**src/rtl/mem_access_unit.sv**
```systemverilog
// Load/store sequencer in front of the byte-addressed memory block.
// Extends sub-word loads and performs read-modify-write for SB/SH.
module mem_access_unit #(
   parameter int unsigned MEM_BYTES = 256
) (
   input  logic        clk,
   input  logic        reset,
   input  logic        req_valid,
   output logic        req_ready,
   input  logic        req_write,
   input  logic [2:0]  req_funct3,
   input  logic [31:0] req_addr,
   input  logic [31:0] req_wdata,
   output logic        resp_valid,
   output logic        resp_err,
   output logic [31:0] resp_rdata,
   output logic [31:0] mem_address,
   output logic [31:0] mem_writeData,
   output logic        mem_memRead,
   output logic        mem_memWrite,
   input  logic [31:0] mem_memData
);

   typedef enum logic [2:0] {IDLE, READ, CAPTURE, WRITE, RESP, ERR} stateT;

   stateT       state;
   logic        curWrite;
   logic [2:0]  curFunct3;
   logic [15:0] curWdata;
   logic        memReadQ;
   logic        memWriteQ;
   logic        reqLegal;
   logic        reqInRange;
   logic [31:0] loadValue;
   logic [31:0] mergedWord;

   always_comb begin
      reqLegal = 1'b0;
      if (req_write)
         reqLegal = (req_funct3 inside {3'b000, 3'b001, 3'b010});
      else
         reqLegal = (req_funct3 inside {3'b000, 3'b001, 3'b010, 3'b100, 3'b101});
   end

   // 33-bit sum so addresses near the top of the 32-bit space cannot wrap into range.
   assign reqInRange = ({1'b0, req_addr} + 33'd3) <= 33'(MEM_BYTES - 1);

   always_comb begin
      loadValue = mem_memData;
      case (curFunct3)
         3'b000:  loadValue = {{24{mem_memData[7]}}, mem_memData[7:0]};
         3'b001:  loadValue = {{16{mem_memData[15]}}, mem_memData[15:0]};
         3'b100:  loadValue = {24'h000000, mem_memData[7:0]};
         3'b101:  loadValue = {16'h0000, mem_memData[15:0]};
         default: loadValue = mem_memData;
      endcase
   end

   assign mergedWord = (curFunct3 == 3'b000) ? {mem_memData[31:8], curWdata[7:0]}
                                             : {mem_memData[31:16], curWdata};

   // Merge happens on the CAPTURE exit edge straight into the write-data register,
   // and ERR doubles as the response cycle, which keeps SB/SH at 4 and errors at 1 cycle.
   always_ff @(posedge clk) begin
      if (reset) begin
         state         <= IDLE;
         req_ready     <= 1'b1;
         resp_valid    <= 1'b0;
         resp_err      <= 1'b0;
         resp_rdata    <= '0;
         mem_address   <= '0;
         mem_writeData <= '0;
         memReadQ      <= 1'b0;
         memWriteQ     <= 1'b0;
         curWrite      <= 1'b0;
         curFunct3     <= '0;
         curWdata      <= '0;
      end else begin
         case (state)
            IDLE: begin
               if (req_valid) begin
                  req_ready <= 1'b0;
                  curWrite  <= req_write;
                  curFunct3 <= req_funct3;
                  curWdata  <= req_wdata[15:0];
                  if (!reqLegal || !reqInRange) begin
                     state      <= ERR;
                     resp_valid <= 1'b1;
                     resp_err   <= 1'b1;
                  end else if (req_write && req_funct3 == 3'b010) begin
                     state         <= WRITE;
                     memWriteQ     <= 1'b1;
                     mem_address   <= req_addr;
                     mem_writeData <= req_wdata;
                  end else begin
                     state       <= READ;
                     memReadQ    <= 1'b1;
                     mem_address <= req_addr;
                  end
               end
            end
            READ: state <= CAPTURE;
            CAPTURE: begin
               memReadQ <= 1'b0;
               if (curWrite) begin
                  state         <= WRITE;
                  memWriteQ     <= 1'b1;
                  mem_writeData <= mergedWord;
               end else begin
                  state      <= RESP;
                  resp_valid <= 1'b1;
                  resp_rdata <= loadValue;
               end
            end
            WRITE: begin
               memWriteQ  <= 1'b0;
               resp_valid <= 1'b1;
               state      <= RESP;
            end
            RESP, ERR: begin
               resp_valid <= 1'b0;
               resp_err   <= 1'b0;
               req_ready  <= 1'b1;
               state      <= IDLE;
            end
            default: begin
               state     <= IDLE;
               req_ready <= 1'b1;
            end
         endcase
      end
   end

   assign mem_memRead  = memReadQ & ~reset;
   assign mem_memWrite = memWriteQ & ~reset;

endmodule
```
**config.mk**
```make
export PLATFORM = sky130hd
export DESIGN_NAME = mem_access_unit
export DESIGN_NICKNAME = d
export VERILOG_FILES = /design/src/rtl/mem_access_unit.sv
export SDC_FILE = /design/constraint.sdc
export NUM_CORES = 1
export LEC_CHECK = 0
export CAP_MARGIN = 30
export CORE_ASPECT_RATIO = 1.2
export CORE_MARGIN = 2
export CORE_UTILIZATION = 49
export DETAILED_ROUTE_END_ITERATION = 16
export PLACE_DENSITY_LB_ADDON = 0.05
export SYNTH_ARGS = -nofsm -noshare
export SYNTH_HDL_FRONTEND = slang
export SYNTH_SLANG_ARGS = --single-unit
```
**constraint.sdc**
```tcl
create_clock -name clk -period 7.1 [get_ports clk]
set_input_delay 0.71 -clock clk [delete_from_list [all_inputs] [get_ports clk]]
set_output_delay 0.71 -clock clk [all_outputs]
set_load 0.05 [all_outputs]
```
==> flow_metrics.py, run 1 <==
metrics = {
    "clock_tree": {
        "root_buffer": "clkbuf_16",
        "cts_hold_buf": 0,
        "cts_tree": "done",
        "htree_num_levels": 4,
        "cts_resized": 0,
        "worst_skew_pair.late_latency_ns": 0.41,
        "postCtsSetupRepairBufs": 0,
        "cts_buffers": 17,
        "clkSlewWorstSetupHoldPaths_ns": 0.06,
        "clock_path_buffers": 2,
        "clock-sinks": 124,
    },
    "yosys": {
        "ys_types": 55,
        "avgSynthCellArea_um2": 8.56,
        "synth_top_area_frac": 0.421,
        "synth_area_leaders": "dfxtp_1, a21oi_1, mux2_4, mux2i_1, nand2_1",
        "synth_cells": 688,
        "ys.flop_type": "dfxtp_1",
        "syn_area_mm2": 0.00589,
        "yosysTopAreaCell": "dfxtp_1",
        "synth-edff-count": 0,
        "async_flop_share": 0,
        "syn_nets": 793,
        "netlist_top_cells_count": "dfxtp_1, nand2_1, a21oi_1",
        "ys_seq_area_frac": 0.421,
        "ys_ff_latch": 124,
        "yosysWarningCount": 0,
        "synth_most_common_cell": "dfxtp_1",
    },
    "sta": {
        "hold_viol_final": 0,
        "final_max_slew_viol_count": 0,
        "max_slew_margin": 0.346,
        "finalCriticalPeriod_ns": 3.99,
        "finalCritPeriodShare": 0.562,
        "tightest_slew_ns": 0.981,
        "max_freq_mhz": 251,
        "fin_tns_setup_ns": 0,
        "setup_violations": 0,
        "rsz0062_at_grt": "no",
        "skew_ns": 0.00990,
    },
    "global_route": {
        "grt_remaining_overflow": 0,
        "grt_pass1_vias": 5413,
        "antenna_found_initial": 0,
        "grt_pass1_wl_um": 26100,
        "grt_usage": 0.250,
        "grt_max_degree": 105,
    },
    "power_and_ir_drop": {
        "p_clk_frac": 0.461,
        "netSwitchingFraction": 0.288,
        "peakVddDrop_mv": 0.151,
        "combinationalPowerShare": 0.137,
        "power.density_mw_per_mm2": 212,
        "seq_power_share": 0.401,
        "p_leak_uw": 0.00329,
        "p_total_uw": 1820,
        "p_sw_uw": 524,
        "p_int_uw": 1300,
    },
    "drt": {
        "final_antenna_net_count": 0,
        "routed_wl_um": 16300,
        "avgViaCountPerCell": 5.40,
        "via_count": 5611,
        "drc": 0,
        "routedWlPerCell_um": 15.6,
        "drtIter0Drc": 320,
        "dr.pass1.iters": 5,
    },
    "setup_path": {
        "critPathCapture": "mem_writeData[23]",
        "rr_worst_depth": 6,
        "worstSetupPathType": "in -> reg",
        "critPathMaxFanout": 32,
        "ff2ff_setup_slack_ns": 4.04,
        "arrival_ns": 4.29,
        "critPathCaptureType": "flop",
        "worstReg2RegStart": "state[0]",
        "reg2reg_to": "mem_address[17]",
        "crit_start": "req_addr[0]",
        "start_kind": "input pin",
        "cp.required_ns": 7.40,
    },
    "place": {
        "gp_congestion": 0.912,
        "dp.cells": 1008,
        "dp_hpwl_um": 11700,
        "port_buffers": 203,
        "placed_area_mm2": 0.00799,
    },
    "floorplanning": {
        "core-area_mm2": 0.0116,
        "die_w_um": 104,
        "initial_core_util": 0.507,
        "ios": 204,
        "die_h_um": 124,
        "rows": 43,
        "die_area_mm2": 0.0129,
    },
    "layout": {
        "num-fill-cells": 907,
        "num_antenna_cells": 0,
        "nets": 975,
        "stdcell_count": 1040,
        "syn_to_final_growth_pct": 45.7,
        "drive_gt1_frac": 0.101,
        "stdcell_area_mm2": 0.00858,
    },
    "run": {
        "cap_violations": 0,
    },
    "min_path": {
        "hold_class": "reg -> reg",
    },
    "status": {
        "status": "completed",
    },
}
[stage by stage]
step	worst slack [ns]	util	hold WS, ns
2_1_floorplan	3.78	-	0.433
3_3_place_gp	2.56	0.686	0.436
5_1_grt	2.85	0.738	0.472
6_report	3.11	0.738	0.454
3_5_place_dp	2.70	0.687	0.444
4_1_cts	3.13	0.738	0.454
[cell type report]
type	instances	area [um2]	share of cell area
flip-flops and latches	124	2480	0.289
multi-input cells	505	3180	0.371
well taps	157	196	0.0229
repair buffers	210	2090	0.243
clock inverters	15	166	0.0194
inverters	12	45.0	0.00525
clock buffers	17	425	0.0496
[how the worst min path moves through the flow]
stage | startpoint | cells after the start | slack (ns) | end
6_report | curWdata[3] | 2 | 0.45 | curWdata[3]
5_1_grt | mem_address[18] | 1 | 0.47 | mem_address[18]
4_1_cts | curWdata[15] | 2 | 0.45 | curWdata[15]
3_5_place_dp | req_ready | 2 | 0.44 | req_ready
3_3_place_gp | req_ready | 2 | 0.44 | req_ready
2_1_floorplan | curWdata[10] | 2 | 0.43 | curWdata[10]
[power groups by stage]
stage,clock network (uW),registers [uW],logic [uW]
final,841,732,250
after global routing,885,734,271
after CTS,856,731,251
after detailed placement,0,747,248
after global placement,0,746,244
after floorplan,0,776,104
[per-layer routing]
metal,up-vias,share of wire,GRT usage
li1,2772,-,-
met3,24,0.083,0.0926
met4,0,0.015,0.0752
met5,-,0,0
met2,215,0.49,0.435
met1,2600,0.41,0.289
[worst max-delay path: stages]
cell	delay, ns
clkdlybuf4s50_1	0.53
inv_1	0.08
ha_1	0.30
nor4_1	0.63
nand3_1	0.17
xnor2_1	0.15
or4_4	0.49
nor4_4	0.14
buf_4	0.30
a21oi_4	0.07
buf_4	0.32
mux2_4	0.37
[sequential cells by signal, indices dropped and copies added (netlist names)]
register,cells
mem_address,32
memWriteQ,1
req_ready,1
resp_err,1
mem_writeData,32
resp_valid,1
resp_rdata,32
curWdata,16
state,3
memReadQ,1
curWrite,1
curFunct3,3
[cells in the final DEF (no fill, tap or decap), drive strengths merged, types with 5 or more instances in the layout]
cell type,Yosys,final
a31oi,7,7
nand4,6,6
a21oi,74,74
inv,12,22
nor2b,25,25
nor4,10,10
buf,9,8
a21bo,9,9
mux2i,33,33
clkinv,0,5
nand2b,9,9
dfxtp,124,124
nor2,65,65
a311o,8,8
o21ai,13,13
and2,28,28
clkdlybuf4s50,0,202
mux2,24,24
clkbuf,38,17
nand2,85,85
nor3,35,35
nand3,21,21
[kinds of logic after synthesis]
kind of cell	count (synthesis)	share of synthesized area
adder cells (fa/ha/maj)	2	0.00425
flip-flops	124	0.421
buffers and inverters	59	0.0421
multiplexers	57	0.116
AO/OA/AOI/OAI	130	0.139
XOR/XNOR	8	0.0119
AND/OR/NAND/NOR	308	0.266
(Power assumes the default switching activity.)
==> inputs of run 2 (changes only) <==
--- a/config.mk
+++ b/config.mk
@@ -8,7 +8,7 @@
 export CAP_MARGIN = 30
 export CORE_ASPECT_RATIO = 1.2
 export CORE_MARGIN = 2
-export CORE_UTILIZATION = 49
+export CORE_UTILIZATION = 41
 export DETAILED_ROUTE_END_ITERATION = 16
 export PLACE_DENSITY_LB_ADDON = 0.05
 export SYNTH_ARGS = -nofsm -noshare
==> constraint.sdc (replaced) <==
create_clock -name clk -period 3.5 [get_ports clk]
set_input_delay 0.35 -clock clk [delete_from_list [all_inputs] [get_ports clk]]
set_output_delay 0.35 -clock clk [all_outputs]
set_load 0.05 [all_outputs]
==> run 2 against run 1 <==
  * Worst setup slack got worse by 2.8 ns
  * Clock-buffer cell count unchanged
  * Register-to-register slack got worse by 2.9 ns
  * Hold slack worse by 0.0086 ns
  * Critical path depth increased by 1
  * Global-route usage decreased by 3.3 points
  * Non-clock buffer count increased by 23
  * Sequential share of layout area decreased by 0.71 points
  * First-iteration DRC count fell by 18%
  * Final area grew 2.5%
  * Sequential cell count did not move
  * Die area increased by 19%
==> flow_metrics.py, run 2 (synthesis results as in run 1) <==
metrics = {
    "sta": {
        "finalCriticalPeriod_ns": 3.20,
        "tightest_slew_ns": 0.693,
        "setup_slack_ns": 0.305,
        "rsz0062_at_grt": "no",
        "max_slew_margin": 0.537,
        "max_freq_mhz": 313,
        "finalCritPeriodShare": 0.913,
        "hold_viol_final": 0,
        "final_max_slew_viol_count": 0,
        "setup_violations": 0,
        "skew_ns": 0.0115,
    },
    "layout": {
        "drive_gt1_frac": 0.124,
        "final_common_cell": "clkdlybuf4s50_1",
        "num-fill-cells": 1328,
        "stdcell_count": 1081,
        "syn_to_final_growth_pct": 49.3,
        "multiInputGateArea_mm2": 0.00318,
        "num_antenna_cells": 0,
        "top_regs": "mem_address: 32 flops, mem_writeData: 32 flops, resp_rdata: 32 flops",
        "final_cell_mix": "clkdlybuf4s50_1, dfxtp_1, nand2_1, a21oi_1, nor2_1",
        "seq_area_mm2": 0.00248,
        "nets": 998,
    },
    "clock_tree": {
        "worst_skew_pair.late_latency_ns": 0.42,
        "clock_path_buffers": 2,
        "root_buffer": "clkbuf_16",
        "clkSlewWorstSetupHoldPaths_ns": 0.06,
        "clock-sinks": 124,
        "cts_resized": 0,
        "htree_num_levels": 4,
        "cts_tree": "done",
        "cts_hold_buf": 0,
        "cts_buffers": 17,
        "postCtsSetupRepairBufs": 0,
    },
    "global_route": {
        "grt_max_degree": 70,
        "grtUsageMet1": 0.252,
        "grt_pass1_wl_um": 26800,
        "grt_usage": 0.217,
        "grt_pass1_vias": 5521,
        "antenna_found_initial": 0,
        "grt_remaining_overflow": 0,
        "busiest_layer": "met2",
        "grt_util_met3": 0.0743,
        "grtUsageMet2": 0.373,
    },
    "min_path": {
        "hold_class": "reg -> reg",
        "worstHoldPathCells": 2,
        "hp-start": "req_ready",
        "holdPathEnd": "req_ready",
    },
    "floorplanning": {
        "die_area_mm2": 0.0153,
        "ios": 204,
        "rows": 48,
        "initial_core_util": 0.414,
        "die_h_um": 135,
        "core-area_mm2": 0.0142,
        "die_w_um": 113,
    },
    "place": {
        "port_buffers": 203,
        "dp_hpwl_um": 12400,
        "gp_congestion": 0.917,
        "place_ws_ns": -0.109,
        "dp.cells": 1049,
    },
    "drt": {
        "via_count": 5611,
        "routedWlPerCell_um": 15.5,
        "avgViaCountPerCell": 5.19,
        "dr.pass1.iters": 7,
        "final_antenna_net_count": 0,
        "drc": 0,
        "routed_wl_um": 16700,
        "drtIter0Drc": 262,
    },
    "setup_path": {
        "start_kind": "input pin",
        "path_cells": "clkdlybuf4s50_1 -> inv_1 -> ha_1 -> or4b_2 -> nor3_1 -> o2111a_1 -> nor4_1 -> and4b_1 -> and3_1 -> a21oi_4 -> buf_12 -> buf_4 -> mux2i_1",
        "slowest_delay_ns": 0.61,
        "worstSetupPathType": "in -> reg",
        "reg2reg_to": "resp_rdata[19]",
        "critPathCaptureType": "flop",
        "cpMaxStageDelayCell": "or4b_2",
        "rr_worst_depth": 6,
        "worstReg2RegStart": "state[1]",
        "cp.required_ns": 3.84,
        "critPathMaxFanout": 25,
        "arrival_ns": 3.53,
        "ff2ff_setup_slack_ns": 1.13,
    },
    "power_and_ir_drop": {
        "p_total_uw": 3780,
        "power.density_mw_per_mm2": 429,
        "p_leak_uw": 0.00340,
        "peakVddDrop_mv": 0.336,
    },
    "status": {
        "status": "completed",
    },
    "run": {
        "cap_violations": 0,
    },
}
-- run 2: cell count changes in the layout (fill, tap and decap cells not counted), sizes merged --
cell	before	now
inv	22	21
clkinv	5	3
buf	8	31
bufinv	0	1
clkinvlp	0	2
-- run 2: where the power goes --
group | internal (uW) | total, uW | switching [uW] | leakage, uW
clock network | 1020 | 1770 | 747 | 0.000290
logic | 236 | 528 | 292 | 0.00211
registers | 1450 | 1480 | 27.0 | 0.00100
total | 2710 | 3780 | 1070 | 0.00340
-- run 2: worst max-delay path by stage --
stage	from	end	slack [ns]	depth (start not counted)
final	req_addr[0]	mem_writeData[13]	0.30	13
after global routing	req_addr[0]	mem_writeData[11]	0.12	13
after CTS	req_addr[0]	mem_writeData[14]	0.31	13
after detailed placement	req_addr[0]	mem_writeData[14]	-0.11	13
after global placement	req_addr[0]	mem_writeData[13]	-0.04	13
after floorplan	req_addr[0]	mem_writeData[16]	0.54	11
-- run 2: layout make-up --
type                            count  area share
Multi-Input combinational cell    505       0.361
Timing Repair Buffer              233       0.258
Tap cell                          175      0.0249
Sequential cell                   124       0.282
Clock buffer                       17      0.0484
Clock inverter                     15      0.0202
Inverter                           12     0.00512
-- run 2: worst max-delay path, delay by kind of cell --
family                     cells  cell delay [ns]
AOI/OAI and AO/OA              2             0.39
adders and majority gates      1             0.28
buffers and inverters          4             1.02
muxes                          1             0.20
and+or+nand+nor                5             1.29
-- run 2: metal layers --
layer,up-vias,routed length [um]
met2,178,8190
met5,-,0
met3,29,1220
met4,0,318
li1,2810,-
met1,2594,6980
-- run 2: metrics by stage --
| step | instance area (um2) | TNS, ns | utilization | hold slack [ns] |
|---|---|---|---|---|
| after floorplan | 5890 | 0 | - | 0.433 |
| after detailed placement | 8190 | -1.57 | 0.576 | 0.441 |
| after global placement | 8190 | -0.322 | 0.576 | 0.439 |
| final | 8800 | 0 | 0.618 | 0.445 |
| after global routing | 8800 | 0 | 0.618 | 0.466 |
| after CTS | 8800 | 0 | 0.618 | 0.452 |
